### src/rtl/ktc32_mem_pkg.sv
// Shared memory-subsystem types and widths for the ktc32 core, RAM and port arbiter.
package ktc32_mem_pkg;

    localparam int unsigned DATA_WIDTH = 32;
    localparam int unsigned BE_WIDTH   = DATA_WIDTH / 8;

    typedef enum logic {
        GRANT_I = 1'b0,
        GRANT_D = 1'b1
    } grant_e;

    typedef enum logic [1:0] {
        IDLE  = 2'd0,
        ISSUE = 2'd1,
        WAIT  = 2'd2,
        RESP  = 2'd3
    } arb_state_e;

endpackage

### src/rtl/ram_port_arbiter_rr_arbiter2.sv
// Two-way round-robin picker: a lone requester wins, a tie goes to the port not granted last.
module rr_arbiter2
    import ktc32_mem_pkg::*;
(
    input  logic   req_i_i,
    input  logic   req_d_i,
    input  grant_e last_grant_i,
    output grant_e grant_o
);

    always_comb begin
        grant_o = GRANT_I;
        if (req_i_i && req_d_i) begin
            grant_o = (last_grant_i == GRANT_D) ? GRANT_I : GRANT_D;
        end else if (req_d_i) begin
            grant_o = GRANT_D;
        end
    end

endmodule

### src/rtl/ram_port_arbiter.sv
// Serialises instruction-fetch and load/store accesses onto the single-port RAM through a
// fixed IDLE -> ISSUE -> WAIT -> RESP sequence with registered outputs.
module ram_port_arbiter #(
    parameter int unsigned ADDR_WIDTH  = 16,
    parameter int unsigned DATA_WIDTH  = ktc32_mem_pkg::DATA_WIDTH,
    parameter int unsigned MEM_WORDS   = 4096,
    parameter int unsigned RAM_LATENCY = 1
) (
    input  logic                      clk,
    input  logic                      reset,
    input  logic                      i_req,
    input  logic [ADDR_WIDTH-1:0]     i_addr,
    output logic                      i_ack,
    output logic [DATA_WIDTH-1:0]     i_rdata,
    output logic                      i_err,
    input  logic                      d_req,
    input  logic                      d_we,
    input  logic [DATA_WIDTH/8-1:0]   d_be,
    input  logic [ADDR_WIDTH-1:0]     d_addr,
    input  logic [DATA_WIDTH-1:0]     d_wdata,
    output logic                      d_ack,
    output logic [DATA_WIDTH-1:0]     d_rdata,
    output logic                      d_err,
    output logic                      ram_en,
    output logic                      ram_we,
    output logic [DATA_WIDTH/8-1:0]   ram_be,
    output logic [ADDR_WIDTH-1:0]     ram_addr,
    output logic [DATA_WIDTH-1:0]     ram_wdata,
    input  logic [DATA_WIDTH-1:0]     ram_rdata
);

    import ktc32_mem_pkg::*;

    localparam int unsigned BE_W  = DATA_WIDTH / 8;
    localparam int unsigned CNT_W = (RAM_LATENCY > 1) ? $clog2(RAM_LATENCY) : 1;
    localparam logic [ADDR_WIDTH:0] MEM_LIMIT = (ADDR_WIDTH + 1)'(MEM_WORDS);

    arb_state_e             state_q;
    grant_e                 last_grant_q;
    grant_e                 grant_q;
    logic [CNT_W-1:0]       cnt_q;
    logic                   store_q;
    logic                   oor_q;

    logic                   ram_en_q;
    logic                   ram_we_q;
    logic [BE_W-1:0]        ram_be_q;
    logic [ADDR_WIDTH-1:0]  ram_addr_q;
    logic [DATA_WIDTH-1:0]  ram_wdata_q;
    logic                   i_ack_q;
    logic [DATA_WIDTH-1:0]  i_rdata_q;
    logic                   i_err_q;
    logic                   d_ack_q;
    logic [DATA_WIDTH-1:0]  d_rdata_q;
    logic                   d_err_q;

    grant_e                 pick_d;
    logic [ADDR_WIDTH-1:0]  addr_d;
    logic                   store_d;
    logic                   oor_d;
    logic [DATA_WIDTH-1:0]  resp_data_d;

    rr_arbiter2 u_rr (
        .req_i_i      (i_req),
        .req_d_i      (d_req),
        .last_grant_i (last_grant_q),
        .grant_o      (pick_d)
    );

    // Range check is one bit wider than the address so MEM_WORDS == 2**ADDR_WIDTH cannot wrap.
    assign addr_d      = (pick_d == GRANT_D) ? d_addr : i_addr;
    assign store_d     = (pick_d == GRANT_D) && d_we;
    assign oor_d       = ({1'b0, addr_d} >= MEM_LIMIT);
    assign resp_data_d = (store_q || oor_q) ? '0 : ram_rdata;

    always_ff @(posedge clk or posedge reset) begin
        if (reset) begin
            state_q      <= IDLE;
            last_grant_q <= GRANT_D;
            grant_q      <= GRANT_I;
            cnt_q        <= '0;
            store_q      <= 1'b0;
            oor_q        <= 1'b0;
            ram_en_q     <= 1'b0;
            ram_we_q     <= 1'b0;
            ram_be_q     <= '0;
            ram_addr_q   <= '0;
            ram_wdata_q  <= '0;
            i_ack_q      <= 1'b0;
            i_rdata_q    <= '0;
            i_err_q      <= 1'b0;
            d_ack_q      <= 1'b0;
            d_rdata_q    <= '0;
            d_err_q      <= 1'b0;
        end else begin
            case (state_q)
                IDLE: begin
                    if (i_req || d_req) begin
                        grant_q      <= pick_d;
                        last_grant_q <= pick_d;
                        store_q      <= store_d;
                        oor_q        <= oor_d;
                        ram_en_q     <= !oor_d;
                        ram_we_q     <= store_d && !oor_d;
                        ram_be_q     <= (store_d && !oor_d) ? d_be : '0;
                        ram_addr_q   <= addr_d;
                        ram_wdata_q  <= store_d ? d_wdata : '0;
                        state_q      <= ISSUE;
                    end
                end
                ISSUE: begin
                    ram_en_q <= 1'b0;
                    ram_we_q <= 1'b0;
                    ram_be_q <= '0;
                    cnt_q    <= CNT_W'(RAM_LATENCY - 1);
                    state_q  <= WAIT;
                end
                WAIT: begin
                    if (cnt_q == '0) begin
                        if (grant_q == GRANT_I) begin
                            i_rdata_q <= resp_data_d;
                            i_err_q   <= oor_q;
                            i_ack_q   <= 1'b1;
                        end else begin
                            d_rdata_q <= resp_data_d;
                            d_err_q   <= oor_q;
                            d_ack_q   <= 1'b1;
                        end
                        state_q <= RESP;
                    end else begin
                        cnt_q <= cnt_q - CNT_W'(1);
                    end
                end
                RESP: begin
                    i_ack_q <= 1'b0;
                    d_ack_q <= 1'b0;
                    state_q <= IDLE;
                end
                default: state_q <= IDLE;
            endcase
        end
    end

    assign ram_en    = ram_en_q;
    assign ram_we    = ram_we_q;
    assign ram_be    = ram_be_q;
    assign ram_addr  = ram_addr_q;
    assign ram_wdata = ram_wdata_q;
    assign i_ack     = i_ack_q;
    assign i_rdata   = i_rdata_q;
    assign i_err     = i_err_q;
    assign d_ack     = d_ack_q;
    assign d_rdata   = d_rdata_q;
    assign d_err     = d_err_q;

endmodule

### config.mk
export PLATFORM = sky130hd
export DESIGN_NAME = ram_port_arbiter
export DESIGN_NICKNAME = d
export VERILOG_FILES = /design/src/rtl/ktc32_mem_pkg.sv /design/src/rtl/ram_port_arbiter_rr_arbiter2.sv /design/src/rtl/ram_port_arbiter.sv
export SDC_FILE = /design/constraint.sdc
export NUM_CORES = 1
export LEC_CHECK = 0
export BUFFER_PORTS_ARGS = -buffer_cell sky130_fd_sc_hd__clkbuf_2
export CAP_MARGIN = 25
export CORE_ASPECT_RATIO = 1.5
export CORE_MARGIN = 5
export CORE_UTILIZATION = 45
export CTS_BUF_LIST = sky130_fd_sc_hd__clkbuf_8
export DETAILED_ROUTE_END_ITERATION = 7
export PLACE_DENSITY = 0.79
export RECOVER_POWER = 50
export REMOVE_ABC_BUFFERS = 1
export SETUP_SLACK_MARGIN = 0.02
export SYNTH_ARGS = -nofsm -noshare
export SYNTH_HDL_FRONTEND = slang
export SYNTH_SLANG_ARGS = --single-unit
### constraint.sdc
create_clock -name clk -period 5.3 [get_ports clk]
set_input_delay 0.53 -clock clk [delete_from_list [all_inputs] [get_ports clk]]
set_output_delay 0.53 -clock clk [all_outputs]
set_load 0.01 [all_outputs]
# Word level (Yosys, flattened, before mapping)
# Index checks and enable logic that the tools add are counted.
word_totals:
  wordCells: 69
  out_inout_bits: 122
  register_bits: 129
classes:
  add_sub_neg: 1
  reduce_logical: 17
  n_eq_ne: 7
  muxes: 24
  n_lt_le_gt_ge: 1
  bitwise_logic: 2
op_table:
  columns: ["op", "n"]
  rows:
  - ["$mux W32", 2]
  - ["$ge A16 B13 Y1 const B", 1]
  - ["$mux W16", 1]
  - ["$reduce_and A3 Y1", 4]
  - ["$mux W1", 10]
  - ["$pmux W1 S2", 5]
  - ["$mux W4", 2]
  - ["$ne A2 B2 Y1 const B", 4]
  - ["$pmux W2 S4", 1]
  - ["$pmux W4 S2", 1]
  - ["$reduce_and A2 Y1", 3]
  - ["$reduce_bool A2 Y1", 3]
  - ["$eq A2 B2 Y1 const B", 2]
  - ["$mux W2", 2]
  - ["$logic_and A1 B1 Y1", 3]
  - ["$eq A2 B1 Y1 const B", 1]
  - ["$logic_not A2 Y1", 1]
  - ["$logic_or A1 B1 Y1", 2]
  - ["$not A1 Y1", 2]
  - ["$logic_not A1 Y1", 1]
  - ["$sub A1 B1 Y1 const B", 1]

# Longest topological paths before layout
depth:
  word_depth: 9
  depth_mapped: 8
  depth_no_buf: 5

# By module
# A second synthesis with hierarchy kept.
hier_totals:
  hier_cells: 451
  area_unflattened_um2: 5021.1
modules_own_cells:
  columns: ["mod", "cells_per_inst", "area_per_inst_um2", "instances"]
  rows:
  - ["ram_port_arbiter", 450, 5009.8, 1]
  - ["rr_arbiter2", 1, 11.3, 1]

# Worst setup path after synthesis
# No wires, ideal clock.
synth_path:
  kind: "flip-flop to flip-flop"
  from: "register state_q[0]"
  to: "register state_q[1]"
  path_slack_ps: 3722
  setup_time_ps: 125
  t_required_ps: 5175
  period_less_slack_ps: 1578
  path_stages_with_launch: 6
  arrival_time_ps: 1454
  n_path_buf: 1
  cell_sequence: "dfrtp_1 -> inv_1 -> ha_1 -> buf_4 -> nor3b_1 -> mux2_2"
synth_between:
  elab_chain_cells: 3
  elab_cells_between_ends: 8
  cone_classes: "eq/ne (5); mux (1); reduce/logical (2)"
synth_rtl:
  columns: ["item", "line_no", "rtl"]
  rows:
  - ["start: declaration", "ram_port_arbiter.sv:38", "arb_state_e state_q;"]
  - ["start signal: assignment", "ram_port_arbiter.sv:78", "state_q <= IDLE;"]
  - ["start signal: assignment", "ram_port_arbiter.sv:108", "state_q <= ISSUE;"]
  - ["start signal: assignment", "ram_port_arbiter.sv:116", "state_q <= WAIT;"]
  - ["$eq A2 B2 Y1 / $logic_not A2 Y1 (equally long branches)", "ram_port_arbiter.sv:96", "case (state_q)"]
  - ["$ne A2 B2 Y1 (no line)", null, null]
  - ["$reduce_and A2 Y1 (no line)", null, null]
# Parallel ways exist; a longest one is shown, timed or not.
# A chain may end at the register's enable or synchronous reset.

# Worst setup path after layout
layout_path:
  from: "register state_q[0]"
  to: "register d_rdata_q[13] (netlist: d_rdata[13])"
layout_between:
  elab_chain_cells: 2
layout_rtl:
  columns: ["item", "line_no", "rtl"]
  rows:
  - ["$eq A2 B2 Y1", "ram_port_arbiter.sv:96", null]
  - ["$reduce_and A3 Y1 (no line)", null, null]
  - ["end signal: assignment", "ram_port_arbiter.sv:125", "d_rdata_q <= resp_data_d;"]
  - ["end: declaration", "ram_port_arbiter.sv:54", "logic [DATA_WIDTH-1:0] d_rdata_q;"]
# No other way between the ends.

==> impl_metrics.yaml <==
outcome:
  status: "complete, but fails checks"
  violations: "capacitance limit, slew limit"
grt:
  grt_usage_pct: 19.3
  grt_max_degree: 77
  grt_pass1_wl_mm: 20.1
  grt_pass1_vias: 4093
  antenna_found_initial: 0
  gr-total-overflow: 0
clock_tree:
  hold_buffers: 0
  cts_setup_buffers: 0
  cts_tree: "yes"
  cts_buffers: 17
  path_clk_slew_ns: 0.08
  cts_root_buf: "clkbuf_8"
  cts_sinks: 128
  h-tree-depth: 4
  cts_max_path_buffers: 2
  cts_resized: 0
  insertion_delay_ns: 0.42
synth:
  yosysUniqueCellTypes: 33
  yosys_warnings: 0
  synth_edf_count: 0
  yosys_most_used_dff: "dfrtp_1"
  async_flop_share_pct: 100
  ys_seq_area_share_pct: 63.9
  yosys.area.top_type_share_pct: 63.4
  syn_area_per_cell_um2: 11.3
  ys_seq_elements: 128
  syn_inst: 445
  synth_top_area_cell: "dfrtp_1"
  yosys-top-cells-area: "dfrtp_1, nand2_1, o21ai_0"
  synth_area_mm2: 0.00501
finish:
  area_delta_synth_final_pct: 32.9
  finalNonFillerCells: 828
  fin_nets: 778
  antenna_cells: 0
  drive_gt1_share_pct: 29.7
sta:
  setup_violations: 0
  rsz0062_at_grt: "false"
  finalCriticalPeriod_ns: 3.07
  fin_crit_sh_pct: 58.0
  slew_violations: 66
  relSlewSlack_pct: -56.3
  fin_skew_ns: 0.0114
  max_freq_mhz: 325
  tightest_slew_ns: 2.34
  hold_viol: 0
  final.setup.tns_ns: 0
worst_setup_path:
  r2r_end: "d_rdata[13]$_DFFE_PP0P_"
  endpoint_kind: "flop"
  ff2ff_path_depth: 5
  slowest_delay_ns: 1.67
  cp_max_fo: 65
  crit_path_top_delay_cell: "clkbuf_1"
  path_buf_inv: 2
  start_kind: "flop"
  critPathTopFamily: "buffers and inverters"
  path_cells: "inv_1 > ha_1 > nand2_2 > clkbuf_1 > o21ai_0"
  critical_path_arrival_ns: 3.26
  reg2reg_setup_slack_ns: 2.23
  cp-startpoint: "state_q[0]$_DFFE_PP0P_"
  critPathKind: "reg -> reg"
  r2r-start: "state_q[0]$_DFFE_PP0P_"
  required_ns: 5.49
placed_design:
  place_inst: 792
  gp_congestion: 0.770
  hpwlAfterDp_mm: 9.32
  portBuffers: 226
floorplanning:
  die_y_um: 139
  initial_core_util_pct: 45.6
  num_rows: 47
  die-width_um: 96.2
  dieArea_mm2: 0.0134
  core-area_mm2: 0.0110
  num_io_pins: 227
route:
  antenna_left: 0
  via_per_inst: 5.03
  wirelength_mm: 12.7
  vias: 4162
  wl_per_cell_um: 15.4
  first_pass_iters: 6
  drcViolationCount: 0
  drt_iter0_drc: 105
hold_path:
  hp-class: "in -> reg"
  hold_path_depth: 2
  hold_path_end: "ram_wdata[14]$_DFFE_PP0P_"
  hp-start: "d_wdata[14]"
pwr:
  peakVddDrop_mv: 0.268
  p_leak_uw: 0.00338
  power.density_mw_per_mm2: 605
flow_run:
  cap_violations: 1
==> layout make-up <==
cell class                 instances  area [um^2]
clock buffer                      17          234
clock inverter                    15          241
fill                             953         4330
inverter                           5         20.0
multi-input combinational        281         1620
sequential                       128         3200
tap                              147          184
timing repair buffer             235         1160
==> registers in the layout, summed over array words and instances (netlist names), 2 cells and up <==
| name | flops |
|---|---|
| i_rdata | 32 |
| ram_wdata | 32 |
| ram_be | 4 |
| state_q | 2 |
| ram_addr | 16 |
| d_rdata | 32 |
==> worst max path at each step <==
stage	endpoint	depth (start not counted)
final	d_rdata[13]$_DFFE_PP0P_	5
after global routing	d_rdata[11]$_DFFE_PP0P_	5
after CTS	i_err$_DFFE_PP0P_	4
after detailed placement	i_err$_DFFE_PP0P_	4
after global placement	ram_en$_DFFE_PP0P_	4
after floorplan	d_ack$_DFFE_PP0P_	1
==> kinds of logic after synthesis <==
| group | count (synthesis) | share of synthesized area (%) |
|---|---|---|
| AO/OA/AOI/OAI | 131 | 16.7 |
| adder cells (fa/ha/maj) | 5 | 1.25 |
| buffers and inverters | 36 | 4.02 |
| flip-flops | 128 | 63.9 |
| multiplexers | 20 | 4.17 |
| AND/OR/NAND/NOR | 125 | 9.96 |
==> routing by layer <==
layer	track usage [%]	part of all wire [%]	wire (um)
met2	32.0	50	6380
met3	5.94	8.7	1100
met4	7.65	2.1	265
met5	0	0	0
met1	22.9	39	4960
==> cell usage in the layout (no fill, tap or decap), types with 3 or more instances in the layout <==
cell	count
clkbuf_2	149
dfrtp_1	127
nand2_1	115
clkbuf_1	78
o21ai_0	68
a22o_1	34
clkbuf_8	17
mux2i_1	16
o21ai_1	13
inv_1	6
bufinv_16	6
ha_1	5
a32o_2	4
a21oi_1	4
mux2_2	3
clkinv_4	3
buf_4	3
==> cells in the mapped netlist, types with 2 or more instances <==
master / count
dfrtp_1: 127
o21ai_0: 68
o21ai_1: 13
buf_2: 11
nand2_1: 116
nor4_1: 2
a22o_1: 34
a32o_2: 4
a21oi_1: 4
mux2_2: 3
inv_1: 5
clkbuf_1: 13
mux2i_1: 16
buf_6: 5
ha_1: 5
nor2_1: 2
==> worst reg2reg max path, cell delays in order (launching register included) <==
cell,delay [ns]
dfrtp_1,0.38
inv_1,0.10
ha_1,0.26
nand2_2,0.09
clkbuf_1,1.67
o21ai_0,0.35
==> report_power, final <==
| part | leakage [uW] | internal, uW | total (uW) | switching (uW) |
|---|---|---|---|---|
| Clock | 0.000247 | 608 | 986 | 378 |
| Combinational | 0.00145 | 538 | 1420 | 884 |
| Sequential | 0.00168 | 1390 | 1620 | 236 |
==> metrics by stage <==
| step | cell area [um^2] | hold slack [ns] | util (%) | setup WS [ns] | total power (uW) |
|---|---|---|---|---|---|
| 6_report | 6670 | 0.316 | 60.6 | 2.23 | 4030 |
| 3_3_place_gp | 6190 | 0.463 | 56.3 | 3.02 | 3050 |
| 5_1_grt | 6670 | 0.276 | 60.6 | 1.77 | 4320 |
| 2_1_floorplan | 4830 | 0.451 | - | 1.36 | 2420 |
| 4_1_cts | 6700 | 0.276 | 61.0 | 3.21 | 4130 |
| 3_5_place_dp | 6230 | 0.470 | 56.6 | 3.22 | 3120 |
Power figures use the tool's default switching activity.
